## config.mk

```make
export PLATFORM = sky130hd
export DESIGN_NAME = obi_tmr_voter
export DESIGN_NICKNAME = d
export VERILOG_FILES = /design/src/rtl/obi_tmr_voter.sv
export SDC_FILE = /design/constraint.sdc
export NUM_CORES = 1
export LEC_CHECK = 0
export CORE_AREA = 2 2 163 165
export DETAILED_ROUTE_END_ITERATION = 7
export DIE_AREA = 0 0 165 167
export PLACE_DENSITY = 0.75
export SLEW_MARGIN = 20
export SYNTH_ARGS = -nofsm -noshare
export SYNTH_HDL_FRONTEND = slang
export SYNTH_SLANG_ARGS = --single-unit
```

## constraint.sdc

```tcl
create_clock -name clk_i -period 1.7 [get_ports clk_i]
set_input_delay 0.425 -clock clk_i [delete_from_list [all_inputs] [get_ports clk_i]]
set_output_delay 0.425 -clock clk_i [all_outputs]
set_load 0.005 [all_outputs]
```

## src/rtl/obi_tmr_voter.sv

```systemverilog
// ---------------------------------------------------------------------------
// obi_tmr_voter
//
// Purpose:
//   Majority voter for the data OBI path of a triple-core lockstep system.
//   The three per-core requests are voted bit-wise. The voted request is
//   forwarded to a single OBI master port. The bus response is broadcast
//   back to all three cores. Cores that disagree with the vote are flagged.
//   A fatal flag is raised when a request is pending with no majority.
//
// Ports:
//   clk_i        clock
//   rst_ni       asynchronous active-low reset
//   core_req_i   data requests from cores 0..2
//   core_resp_o  responses broadcast to cores 0..2
//   bus_req_o    voted request toward the bus (registered)
//   bus_resp_i   bus response
//   err_cnt_o    per-core saturating mismatch counters (optional feature)
//   mismatch_o   sticky per-core disagreement flags
//   fatal_o      sticky no-majority flag
//   clear_i      synchronous clear of flags and counters
//
// Optional feature:
//   Define TMR_VOTER_ERR_CNT_EN to add err_cnt_o and the per-core
//   saturating counters of width ERR_CNT_WIDTH.
// ---------------------------------------------------------------------------

package obi_tmr_pkg;

    typedef struct packed {
        logic        req;
        logic        we;
        logic [3:0]  be;
        logic [31:0] addr;
        logic [31:0] wdata;
    } obi_req_t;

    typedef struct packed {
        logic        gnt;
        logic        rvalid;
        logic [31:0] rdata;
    } obi_resp_t;

endpackage

module obi_tmr_voter
    import obi_tmr_pkg::*;
#(
    parameter int unsigned ERR_CNT_WIDTH = 8
) (
    input  logic                              clk_i,
    input  logic                              rst_ni,
    input  obi_req_t  [2:0]                   core_req_i,
    output obi_resp_t [2:0]                   core_resp_o,
    output obi_req_t                          bus_req_o,
    input  obi_resp_t                         bus_resp_i,
`ifdef TMR_VOTER_ERR_CNT_EN
    output logic      [2:0][ERR_CNT_WIDTH-1:0] err_cnt_o,
`endif
    output logic      [2:0]                   mismatch_o,
    output logic                              fatal_o,
    input  logic                              clear_i
);

    typedef enum logic [1:0] {
        IDLE,
        REQ,
        RESP
    } state_e;

    localparam int unsigned ReqBits = $bits(obi_req_t);

    state_e               state_q;
    obi_req_t             hold_q;
    obi_req_t             vote;
    logic [ReqBits-1:0]   bundle0;
    logic [ReqBits-1:0]   bundle1;
    logic [ReqBits-1:0]   bundle2;
    logic                 majority;
    logic [2:0]           disagree;
    logic                 sample;
    logic [2:0]           mismatch_q;
    logic                 fatal_q;

    assign bundle0 = core_req_i[0];
    assign bundle1 = core_req_i[1];
    assign bundle2 = core_req_i[2];

    // Bit-wise 2-of-3 vote over the whole request bundle. A majority exists
    // as soon as any two cores present identical bundles.
    always_comb begin
        vote     = obi_req_t'((bundle0 & bundle1) | (bundle0 & bundle2) | (bundle1 & bundle2));
        majority = (bundle0 == bundle1) || (bundle0 == bundle2) || (bundle1 == bundle2);
        for (int k = 0; k < 3; k++) begin
            disagree[k] = (core_req_i[k] != vote);
        end
    end

    // Disagreements only count when a new request is being accepted from
    // IDLE; during REQ/RESP the cores are free to move on.
    assign sample = (state_q == IDLE) && vote.req;

    // Transaction FSM. The hold register is also the registered bus request:
    // its req bit is set on capture and dropped on gnt, so bus_req_o.req is
    // high exactly while in REQ.
    always_ff @(posedge clk_i or negedge rst_ni) begin
        if (!rst_ni) begin
            state_q <= IDLE;
            hold_q  <= '0;
        end else begin
            case (state_q)
                IDLE: begin
                    if (vote.req && majority) begin
                        hold_q  <= vote;
                        state_q <= REQ;
                    end
                end
                REQ: begin
                    if (bus_resp_i.gnt) begin
                        hold_q.req <= 1'b0;
                        state_q    <= RESP;
                    end
                end
                RESP: begin
                    if (bus_resp_i.rvalid) begin
                        state_q <= IDLE;
                    end
                end
                default: begin
                    state_q <= IDLE;
                end
            endcase
        end
    end

    // Sticky error flags; clear wins over a set in the same cycle.
    always_ff @(posedge clk_i or negedge rst_ni) begin
        if (!rst_ni) begin
            mismatch_q <= '0;
            fatal_q    <= 1'b0;
        end else if (clear_i) begin
            mismatch_q <= '0;
            fatal_q    <= 1'b0;
        end else if (sample) begin
            mismatch_q <= mismatch_q | disagree;
            if (!majority) begin
                fatal_q <= 1'b1;
            end
        end
    end

`ifdef TMR_VOTER_ERR_CNT_EN
    logic [2:0][ERR_CNT_WIDTH-1:0] err_cnt_q;

    // Per-core saturating counters. A no-majority request charges all
    // three cores since none of them can be trusted.
    always_ff @(posedge clk_i or negedge rst_ni) begin
        if (!rst_ni) begin
            err_cnt_q <= '0;
        end else if (clear_i) begin
            err_cnt_q <= '0;
        end else if (sample) begin
            for (int k = 0; k < 3; k++) begin
                if ((!majority || disagree[k]) && (err_cnt_q[k] != {ERR_CNT_WIDTH{1'b1}})) begin
                    err_cnt_q[k] <= err_cnt_q[k] + 1'b1;
                end
            end
        end
    end

    assign err_cnt_o = err_cnt_q;
`else
    // Without the counters the width parameter has no consumer.
    if (ERR_CNT_WIDTH == 0) begin : g_no_counters
    end
`endif

    // Response broadcast: handshakes are only forwarded in the state that
    // expects them, so stray gnt/rvalid never reach the cores.
    always_comb begin
        for (int k = 0; k < 3; k++) begin
            core_resp_o[k].gnt    = (state_q == REQ)  && bus_resp_i.gnt;
            core_resp_o[k].rvalid = (state_q == RESP) && bus_resp_i.rvalid;
            core_resp_o[k].rdata  = bus_resp_i.rdata;
        end
    end

    assign bus_req_o  = hold_q;
    assign mismatch_o = mismatch_q;
    assign fatal_o    = fatal_q;

endmodule

```

==> results of run 1 <==
-- power groups by stage --
stage / Clock, mW / Sequential [mW] / Combinational [mW]
floorplan: 0 / 1.86 / 1.72
global placement: 0 / 1.86 / 3.77
detailed placement: 0 / 1.86 / 3.84
CTS: 1.87 / 1.82 / 4.85
global route: 1.95 / 1.83 / 5.63
finish: 1.90 / 1.83 / 5.46
-- cell usage in the layout (no fill, tap or decap), types with 20 or more instances in the layout --
master / synthesis / final
ha_1: 210 / 21
inv_1: 71 / 70
dfrtp_1: 76 / 76
nor4_4: 0 / 42
clkdlybuf4s50_1: 0 / 49
xnor2_2: 0 / 26
nand4_1: 33 / 33
clkdlybuf4s15_2: 0 / 27
nor3_4: 0 / 64
buf_2: 0 / 105
buf_4: 100 / 403
xnor2_1: 161 / 131
xor2_1: 49 / 37
nor4_2: 0 / 31
ha_4: 0 / 167
dlygate4sd2_1: 0 / 20
ha_2: 0 / 22
nor4_1: 93 / 20
mux2i_1: 69 / 67
buf_6: 1 / 54
-- final timing paths --
kind / startpoint / end / slack [ns]
worst max-delay path: core_req_i[60] / bus_req_o[18] / -1.06
worst min-delay path: bus_resp_i[32] / state_q[1] / 0.28
worst max register to register: state_q[1] / bus_req_o[18] / -0.23
worst min register to register: bus_req_o[69] / bus_req_o[69] / 0.52
max in group asynchronous: rst_ni / bus_req_o[26] / 0.63
min in group asynchronous: rst_ni / bus_req_o[64] / 0.51
-- per-stage QoR --
step / utilization [%] / worst slack, ns / instance area (um2)
2_1_floorplan: - / -0.467 / 10900
4_1_cts: 74.0 / -0.704 / 19100
3_5_place_dp: 62.4 / -1.85 / 16100
5_1_grt: 75.7 / -1.17 / 19500
6_report: 75.8 / -1.06 / 19500
3_3_place_gp: 62.4 / -1.71 / 16100
-- sequential cells by signal (all words and copies together), names as in the netlist --
register,count
state_q,2
bus_req_o,70
fatal_o,1
mismatch_o,3
-- synthesized netlist by cell type --
library cell	count	area [um2]
ha_1	210	2630
xnor2_1	161	1410
buf_4	100	751
nor4_1	93	582
dfrtp_1	76	1900
inv_1	71	267
mux2i_1	69	691
nor3_2	64	641
xor2_1	49	429
nand4_1	33	206
nor3_1	15	75.1
buf_12	7	140
nor2_1	7	26.3
or4_1	3	22.5
a311oi_1	2	17.5
nand3_1	2	10.0
a211oi_1	1	7.51
a21boi_2	1	11.3
a22oi_1	1	7.51
a31oi_1	1	6.26
buf_6	1	11.3
nand2_1	1	3.75
nand2b_1	1	6.26
nand3b_1	1	7.51
nor3b_1	1	7.51
o21a_1	1	7.51
o21ai_0	1	5.00
or2_1	1	6.26
-- logic make-up (layout without fill, tap and decap cells) --
kind of cell	count (synthesis)	in the layout
AOI/OAI and AO/OA	8	8
muxes	69	69
xor gates and xnor gates	210	210
buffers and inverters	179	804
DFF	76	76
other	0	14
and+or+nand+nor	222	222
adders and majority gates	210	210
-- what timing repair did --
item,CTS,global route
resized for setup,1145,180
setup buffers,58,20
endpoints found under the setup margin,94,100
hold buffers,1,0
hold endpoints to repair,13,0
cloned,4,3
pin swaps,241,76
-- layout make-up --
class,instances,area (um2),area share (%)
multi-input cells,719,10700,54.9
repair buffers,718,5910,30.3
flip-flops and latches,76,1900,9.74
well taps,335,419,2.15
inverters,71,269,1.38
clock inverters,5,30.0,0.154
clock buffers,10,229,1.17
diodes,14,35.0,0.179
-- routing by layer --
metal	up-vias	GRT usage (%)	wire (um)
met2	783	62.4	25600
met5	-	0	43
met1	5361	40.1	18500
met4	6	27.1	5630
li1	4670	-	-
met3	345	13.0	6410
==> results_dict.tcl, run 1 <==
set metrics [dict create \
    core_um2 25800 \
    cts_tree "done" \
    crit_chain "clkdlybuf4s15_2 -> ha_4 -> nor4_4 -> nand4_1 -> nor4_4 -> a22oi_2 -> a21boi_4 -> buf_12 -> buf_12 -> mux2i_1" \
    hold_class "input port to register" \
    cts_buffer_depth 2 \
    synth_cells 974 \
    die_y_um 167 \
    status "complete, but fails checks" \
    wl_per_cell_um 28.8 \
    max_freq_ghz 0.362 \
    power_frac_seq_pct 19.9 \
    final_net_count 2052 \
    yosys_warnings 0 \
    start_util_pct 38.4 \
    rsz0062_at_grt "true" \
    crit_slowest_cell "nand4_1" \
    die-width_um 165 \
    comb_power_share_pct 59.4 \
    p_sw_share_pct 39.6 \
    drc 0 \
    pwr-share-clk_pct 20.7 \
    fin_cells 1948 \
    switchingPower_mw 3.64 \
    clock_sinks 76 \
    grt_pass1_wl_um 76100 \
    vdd_drop_max_mv 0.455 \
    cts_root_buffer "clkbuf_16" \
    worst-path-stages 10 \
    arrival_ns 3.02 \
    io-pin-count 423 \
    synth_top_family_by_area "adder cells" \
    grt_pass1_vias 12219 \
    fin_ws_ns -1.06 \
    drt_iter0_drc 976 \
    numCtsBuffers 9 \
    grt_max_degree 26 \
    antenna_left 0 \
    hold_viol_final 0 \
    fill_cells 1476 \
    cellLeakagePower_nw 7.94 \
    fp-row-count 59 \
    setup_tns_ns -68.29 \
    dpl.cell_count 1849 \
    synth_area_um2 9880 \
    power.internal_mw 5.55 \
    postSynthAreaPerCell_um2 10.1 \
    ys_seq_area_share_pct 19.2 \
    drv_cap 0 \
    power_mw 9.19 \
    clock_skew_ns 0.0109 \
    drtPass1Iterations 6 \
    drt-total-wl_um 56200 \
    setup_viol 79 \
    max-slew-margin-rel_pct 39.0 \
    drive_above_1_share_pct 64.7 \
    drv_slew 0 \
    port_buffers 294 \
    synth-compound-area-share_pct 0.633 \
    grtUsageTotal_pct 37.9 \
    max_stage_delay_ns 0.44 \
    synthMuxAreaShare_pct 6.99 \
    cp_top_family "simple AND/OR/NAND/NOR gates" \
    fin_crit_sh_pct 163 \
    violations "negative setup slack" \
    gp_congestion 1.03 \
    ys_types 28 \
    crit_fanout 8 \
    antenna_found_initial 19 \
    overflow 0 \
    r2r_cells 7 \
    cp-start-kind "input port" \
    cp.required_ns 1.96 \
    worstSetupPathType "input port to register" \
    synth_seq_cells 76 \
    holdWs_ns 0.282 \
    path_buf_inv 3 \
    period_minus_slack_ns 2.76 \
    holdPathStages 2 \
    clkLatencyLatePin_ns 0.37 \
    dieArea_um2 27600 \
    vias 11165 \
    synth_fa_ha_area_share_pct 26.6 \
    synth-xor-area-share_pct 18.6 \
    end_kind "register" \
    hpwlAfterDp_um 37000 \
    area_growth_pct 97.5 \
    cts_max_level 3 \
    syn_nets 1431 \
    tightestPinTransition_ns 0.909 \
    clk_pin_slew_ns 0.07 \
    synth_simple_gate_area_share_pct 16.1 \
    powerDensity_nw_per_um2 471 \
    viasPerCell 5.73 \
]
(Power assumes the default switching activity.)
==> inputs of run 2 (changes only) <==
--- a/config.mk
+++ b/config.mk
@@ -5,10 +5,13 @@
 export SDC_FILE = /design/constraint.sdc
 export NUM_CORES = 1
 export LEC_CHECK = 0
-export CORE_AREA = 2 2 163 165
+export CAP_MARGIN = 10
+export CELL_PAD_IN_SITES_DETAIL_PLACEMENT = 2
+export CELL_PAD_IN_SITES_GLOBAL_PLACEMENT = 2
+export CORE_MARGIN = 2
+export CORE_UTILIZATION = 23
 export DETAILED_ROUTE_END_ITERATION = 7
-export DIE_AREA = 0 0 165 167
-export PLACE_DENSITY = 0.75
+export PLACE_DENSITY = 0.79
 export SLEW_MARGIN = 20
 export SYNTH_ARGS = -nofsm -noshare
 export SYNTH_HDL_FRONTEND = slang
==> constraint.sdc (replaced) <==
create_clock -name clk_i -period 2.5 [get_ports clk_i]
set_input_delay 0.625 -clock clk_i [delete_from_list [all_inputs] [get_ports clk_i]]
set_output_delay 0.625 -clock clk_i [all_outputs]
set_load 0.005 [all_outputs]
==> results_dict.tcl, run 2 (synthesized netlist as in run 1, its figures left out) <==
set metrics [dict create \
    clkLatencyLatePin_ns 0.39 \
    fin_crit_sh_pct 118 \
    cp-start-kind "input port" \
    overflow 0 \
    grt_max_degree 32 \
    dpl_cell_area_um2 15700 \
    clk_pin_slew_ns 0.07 \
    final_cell_area_um2 18600 \
    setup_viol 75 \
    largest_register_ffs 70 \
    cts_buffer_depth 2 \
    wl_per_cell_um 32.4 \
    r2r-start "state_q[0]" \
    grtUsageTotal_pct 28.4 \
    clock_sinks 76 \
    clock_skew_ns 0.0273 \
    drt_iter0_drc 582 \
    numCtsBuffers 9 \
    vdd_drop_max_mv 0.312 \
    antenna_found_initial 18 \
    drv_cap 0 \
    vias 10852 \
    final_net_count 2038 \
    cts_tree "done" \
    area_growth_pct 88.5 \
    seq_area_um2 1900 \
    start_util_pct 23.4 \
    period_minus_slack_ns 2.95 \
    setup_tns_ns -26.49 \
    drtPass1Iterations 5 \
    fin_util_pct 44.1 \
    rrSetupSlack_ns 0.72 \
    power.internal_mw 3.84 \
    die-width_um 211 \
    cp.required_ns 2.79 \
    crit_fanout 7 \
    fill_cells 4255 \
    r2r_cells 6 \
    multi_input_area_um2 9590 \
    end_kind "register" \
    core_um2 42200 \
    hold_viol_final 0 \
    drv_slew 0 \
    max-slew-margin-rel_pct 50.0 \
    timing.rr.end "bus_req_o[30]" \
    arrival_ns 3.24 \
    max_stage_delay_ns 0.45 \
    io-pin-count 423 \
    switchingPower_mw 2.53 \
    hold_class "input port to async pin" \
    comb_power_share_pct 55.5 \
    max_freq_ghz 0.339 \
    cts_max_level 3 \
    port_buffers 294 \
    pwr-share-clk_pct 25.0 \
    power_frac_seq_pct 19.5 \
    cellLeakagePower_nw 7.69 \
    viasPerCell 5.08 \
    drive_above_1_share_pct 56.8 \
    grt_pass1_wl_um 89900 \
    final_common_cell "buf_4" \
    grt_pass1_vias 12642 \
    status "complete, but fails checks" \
    drc 0 \
    tightestPinTransition_ns 0.745 \
    worstSetupPathType "input port to register" \
    die_y_um 211 \
    powerDensity_nw_per_um2 342 \
    hpwlAfterDp_um 49100 \
    dieArea_um2 44600 \
    cp_top_family "simple AND/OR/NAND/NOR gates" \
    path_common_cell "nor4_4" \
    gp_congestion 0.889 \
    crit_slowest_cell "nor4_4" \
    p_sw_share_pct 39.7 \
    final_cell_mix "buf_4 (391), xnor2_1 (160), ha_4 (147)" \
    crit_chain "clkdlybuf4s15_2 -> ha_1 -> nor4_4 -> nand4_1 -> nor4_4 -> a22oi_2 -> a21boi_4 -> buf_8 -> buf_12 -> mux2i_4" \
    drt-total-wl_um 69300 \
    violations "negative setup slack" \
    rsz0062_at_grt "true" \
    antenna_left 0 \
    fp-row-count 75 \
    fin_ws_ns -0.454 \
    cts_root_buffer "clkbuf_16" \
    path_buf_inv 3 \
]
[run 2: timing repair]
item / 4_1_cts / 5_1_grt
hold buffers: 0 / 0
pin swaps: 180 / 50
cloned: 2 / 3
setup buffers: 9 / 9
resized for setup: 838 / 172
endpoints found under the setup margin: 78 / 81
[run 2: per-layer routing]
metal / part of all wire, % / global-route usage, % / wire length (um)
met1: 36 / 30.8 / 25200
met2: 50 / 51.5 / 34700
met3: 6.4 / 5.83 / 4430
met4: 7.0 / 15.9 / 4850
met5: 0.12 / 0 / 83
[run 2: final cells by class]
type                    count  share of cell area [%]
flip-flops and latches     76                    10.2
clock buffers              11                    1.36
multi-input cells         719                    51.4
well taps                 539                    3.62
inverters                  71                    1.43
clock inverters             4                   0.389
diodes                     13                   0.175
repair buffers            704                    31.4
[run 2: worst max-delay path by stage]
stage / start / end / slack, ns / cells after the start
4_1_cts: core_req_i[133] / bus_req_o[9] / -0.19 / 13
3_3_place_gp: core_req_i[187] / bus_req_o[44] / -1.17 / 12
6_report: core_req_i[57] / bus_req_o[30] / -0.45 / 10
2_1_floorplan: core_req_i[22] / bus_req_o[56] / 0.10 / 9
3_5_place_dp: core_req_i[115] / bus_req_o[30] / -1.28 / 12
5_1_grt: core_req_i[181] / bus_req_o[30] / -0.45 / 11
[run 2: through the flow]
| stage | setup WS (ns) | std cells | hold slack (ns) | power [mW] |
|---|---|---|---|---|
| after floorplan | 0.103 | 974 | 0.329 | 2.26 |
| after global placement | -1.17 | 2100 | 0.477 | 3.82 |
| after detailed placement | -1.28 | 2100 | 0.512 | 3.94 |
| after CTS | -0.190 | 2118 | 0.244 | 5.93 |
| after global routing | -0.455 | 2134 | 0.249 | 6.54 |
| final | -0.454 | 2137 | 0.215 | 6.37 |
[run 2: power by group through the flow]
stage / Clock [mW] / Combinational (mW) / Sequential (mW)
after floorplan: 0 / 1.00 / 1.26
after detailed placement: 0 / 2.68 / 1.26
after global placement: 0 / 2.55 / 1.26
after global routing: 1.64 / 3.65 / 1.24
final: 1.59 / 3.53 / 1.24
after CTS: 1.58 / 3.11 / 1.24
==> inputs of run 3 (changes only) <==
--- a/config.mk
+++ b/config.mk
@@ -11,6 +11,7 @@
 export CORE_MARGIN = 2
 export CORE_UTILIZATION = 23
 export DETAILED_ROUTE_END_ITERATION = 7
+export HOLD_SLACK_MARGIN = 0.12
 export PLACE_DENSITY = 0.79
 export SLEW_MARGIN = 20
 export SYNTH_ARGS = -nofsm -noshare
==> results of run 3 <==
The final DEF is identical to that of run 2; final timing and power are the same.
==> RTL edit (config.mk and constraints of run 2) <==
The 3 states of `state_e` get a one-hot encoding in 3 bits.
--- a/src/rtl/obi_tmr_voter.sv
+++ b/src/rtl/obi_tmr_voter.sv
@@ -64,6 +64,6 @@
 
-    typedef enum logic [1:0] {
-        IDLE,
-        REQ,
-        RESP
+    typedef enum logic [2:0] {
+        IDLE = 3'b001,
+        REQ  = 3'b010,
+        RESP = 3'b100
     } state_e;
Behaviour: same outputs for any inputs over 4 cycles, from zero or initial values and one cycle with rst_ni low; so few cycles prove little.
==> RTL edit against run 2 <==
The flow still finishes with violations (negative setup slack); power rose by 2.5%; area after synthesis down 2.4%; sequential cell count is 1 higher; fmax is 3.0% lower; highest routed layer unchanged; routed wire length rose by 8.7%; core utilization increased by 1.8 points; die area shrank 2.3%; cell area up 2.8%; count of clock-buffer cells in the layout up 2; worst setup slack got worse by 0.093 ns; non-clock buffer count is 18 higher; register-to-register slack lost 0.40 ns; synthesized cell count grew 0.21%.
==> RTL edit: results <==
export IMPL_outcome="finished with violations"
export IMPL_violations="negative setup slack"
export IMPL_worst_ep_arrival_time_ns=3.35
export IMPL_firstDrtPassIters=5
export IMPL_clock_latency_ns=0.40
export IMPL_startpoint_type="input port"
export IMPL_setup_violations=76
export IMPL_drive_gt1_share_pct=57.3
export IMPL_drt_wl_total_mm=75.3
export IMPL_startpoint="core_req_i[69]"
export IMPL_yosysSeqAreaShare_pct=20.0
export IMPL_clk_pin_slew_ns=0.09
export IMPL_root_buffer="clkbuf_16"
export IMPL_largest_reg_flops=70
export IMPL_hp_class="in2async"
export IMPL_wl_met3_mm=5.29
export IMPL_syn_num_nets=1433
export IMPL_place_congestion=0.954
export IMPL_fin_skew_ns=0.0231
export IMPL_worstReg2RegStart="state_q[0]"
export IMPL_numCtsBuffers=9
export IMPL_worstMarginPinSlew_ns=0.791
export IMPL_track_usage_pct=31.0
export IMPL_grt_max_degree=35
export IMPL_place_ws_ns=-1.36
export IMPL_viasPerCell=5.21
export IMPL_ys_top_cells_by_area="ha_1 (27%), dfrtp_1 (20%), xnor2_1 (13%), buf_4 (7.8%), mux2i_1 (7.2%)"
export IMPL_ys_async_sr_fraction_pct=100
export IMPL_highest_layer="met5"
export IMPL_p_leak_nw=7.86
export IMPL_wl_met1_mm=26.1
export IMPL_wl_per_cell_um=34.9
export IMPL_synth_common_cells="ha_1 (210), xnor2_1 (145), buf_4 (100)"
export IMPL_antenna_found_initial=17
export IMPL_ys_types=31
export IMPL_drt_first_iter_violations=556
export IMPL_grt_pass1_wl_mm=96.2
export IMPL_dp_cells=2110
export IMPL_hpwl_mm=48.6
export IMPL_met2WireLength_mm=37.6
export IMPL_io_buffers=294
export IMPL_cts_max_path_buffers=2
export IMPL_synthCells=976
export IMPL_crit_fanout=8
export IMPL_fin_ws_ns=-0.546
export IMPL_grt_pass1_vias=12936
export IMPL_vdd_drop_max_uv=258
export IMPL_internal_power_mw=3.85
export IMPL_yosysWarnings=0
export IMPL_htreeDepth=3
export IMPL_yosys_most_used_dff="dfrtp_1"
==> RTL edit: cell families after synthesis <==
kind of cell | Yosys count | share of synthesized area, %
AOI/OAI and AO/OA | 10 | 0.791
xor gates and xnor gates | 210 | 19.1
adders and majority gates | 210 | 27.2
buffers and inverters | 177 | 12.0
DFF | 77 | 20.0
muxes | 69 | 7.16
and+or+nand+nor | 223 | 13.7
==> RTL edit: final timing paths <==
| path | to | slack, ns | cells past startpoint |
|---|---|---|---|
| worst min register to register | bus_req_o[69] | 0.52 | 1 |
| worst max-delay path | bus_req_o[26] | -0.55 | 11 |
| min in group clk_i | bus_req_o[69] | 0.52 | 1 |
| worst min-delay path | bus_req_o[37] | 0.24 | 1 |
| worst max register to register | bus_req_o[26] | 0.32 | 6 |
| max in group asynchronous | bus_req_o[15] | 1.55 | 2 |
==> RTL edit: final cells by class <==
class / count / area (um2)
multi-input combinational: 722 / 9910
fill: 4180 / 22500
clock inverter: 3 / 42.5
sequential: 77 / 1930
antenna: 10 / 25.0
timing repair buffer: 722 / 6050
inverter: 69 / 259
tap: 539 / 674
clock buffer: 13 / 270
==> RTL edit: routing by layer <==
metal / track usage, % / up-vias
li1: - / 4690
met1: 31.7 / 5590
met2: 56.0 / 599
met3: 8.52 / 341
met4: 19.0 / 18
met5: 0 / -
==> RTL edit: stage by stage <==
stage	instance area (um2)	TNS [ns]	utilization, %	hold WS (ns)
after floorplan	9650	0	-	0.329
after global placement	15500	-87.71	37.2	0.497
after detailed placement	15500	-95.59	37.2	0.513
after CTS	18400	-11.45	44.2	0.256
after global routing	19100	-34.71	45.9	0.266
final	19200	-33.06	46.0	0.244
==> RTL edit: power groups by stage <==
stage	combinational [mW]	sequential (mW)	clock, mW
after detailed placement	2.60	1.28	0
after global routing	3.79	1.26	1.61
final	3.69	1.26	1.57
after CTS	3.13	1.26	1.52
after global placement	2.45	1.28	0
after floorplan	0.923	1.28	0
==> RTL edit: worst max-delay path, cell delays in order <==
cell	delay (ns)
clkdlybuf4s15_2	0.28
ha_1	0.39
nor4_4	0.20
buf_4	0.17
nand4_1	0.23
nor4_4	0.33
nand3_2	0.16
a21boi_4	0.26
buf_12	0.22
buf_12	0.17
mux2i_4	0.29
==> RTL edit: timing repair <==
item | 4_1_cts | 5_1_grt
hold buffers | 0 | 0
pin swaps | 137 | 72
gates resized for setup | 850 | 253
buffers inserted | 8 | 13
gates cloned | 4 | 4
setup endpoints to repair | 82 | 76
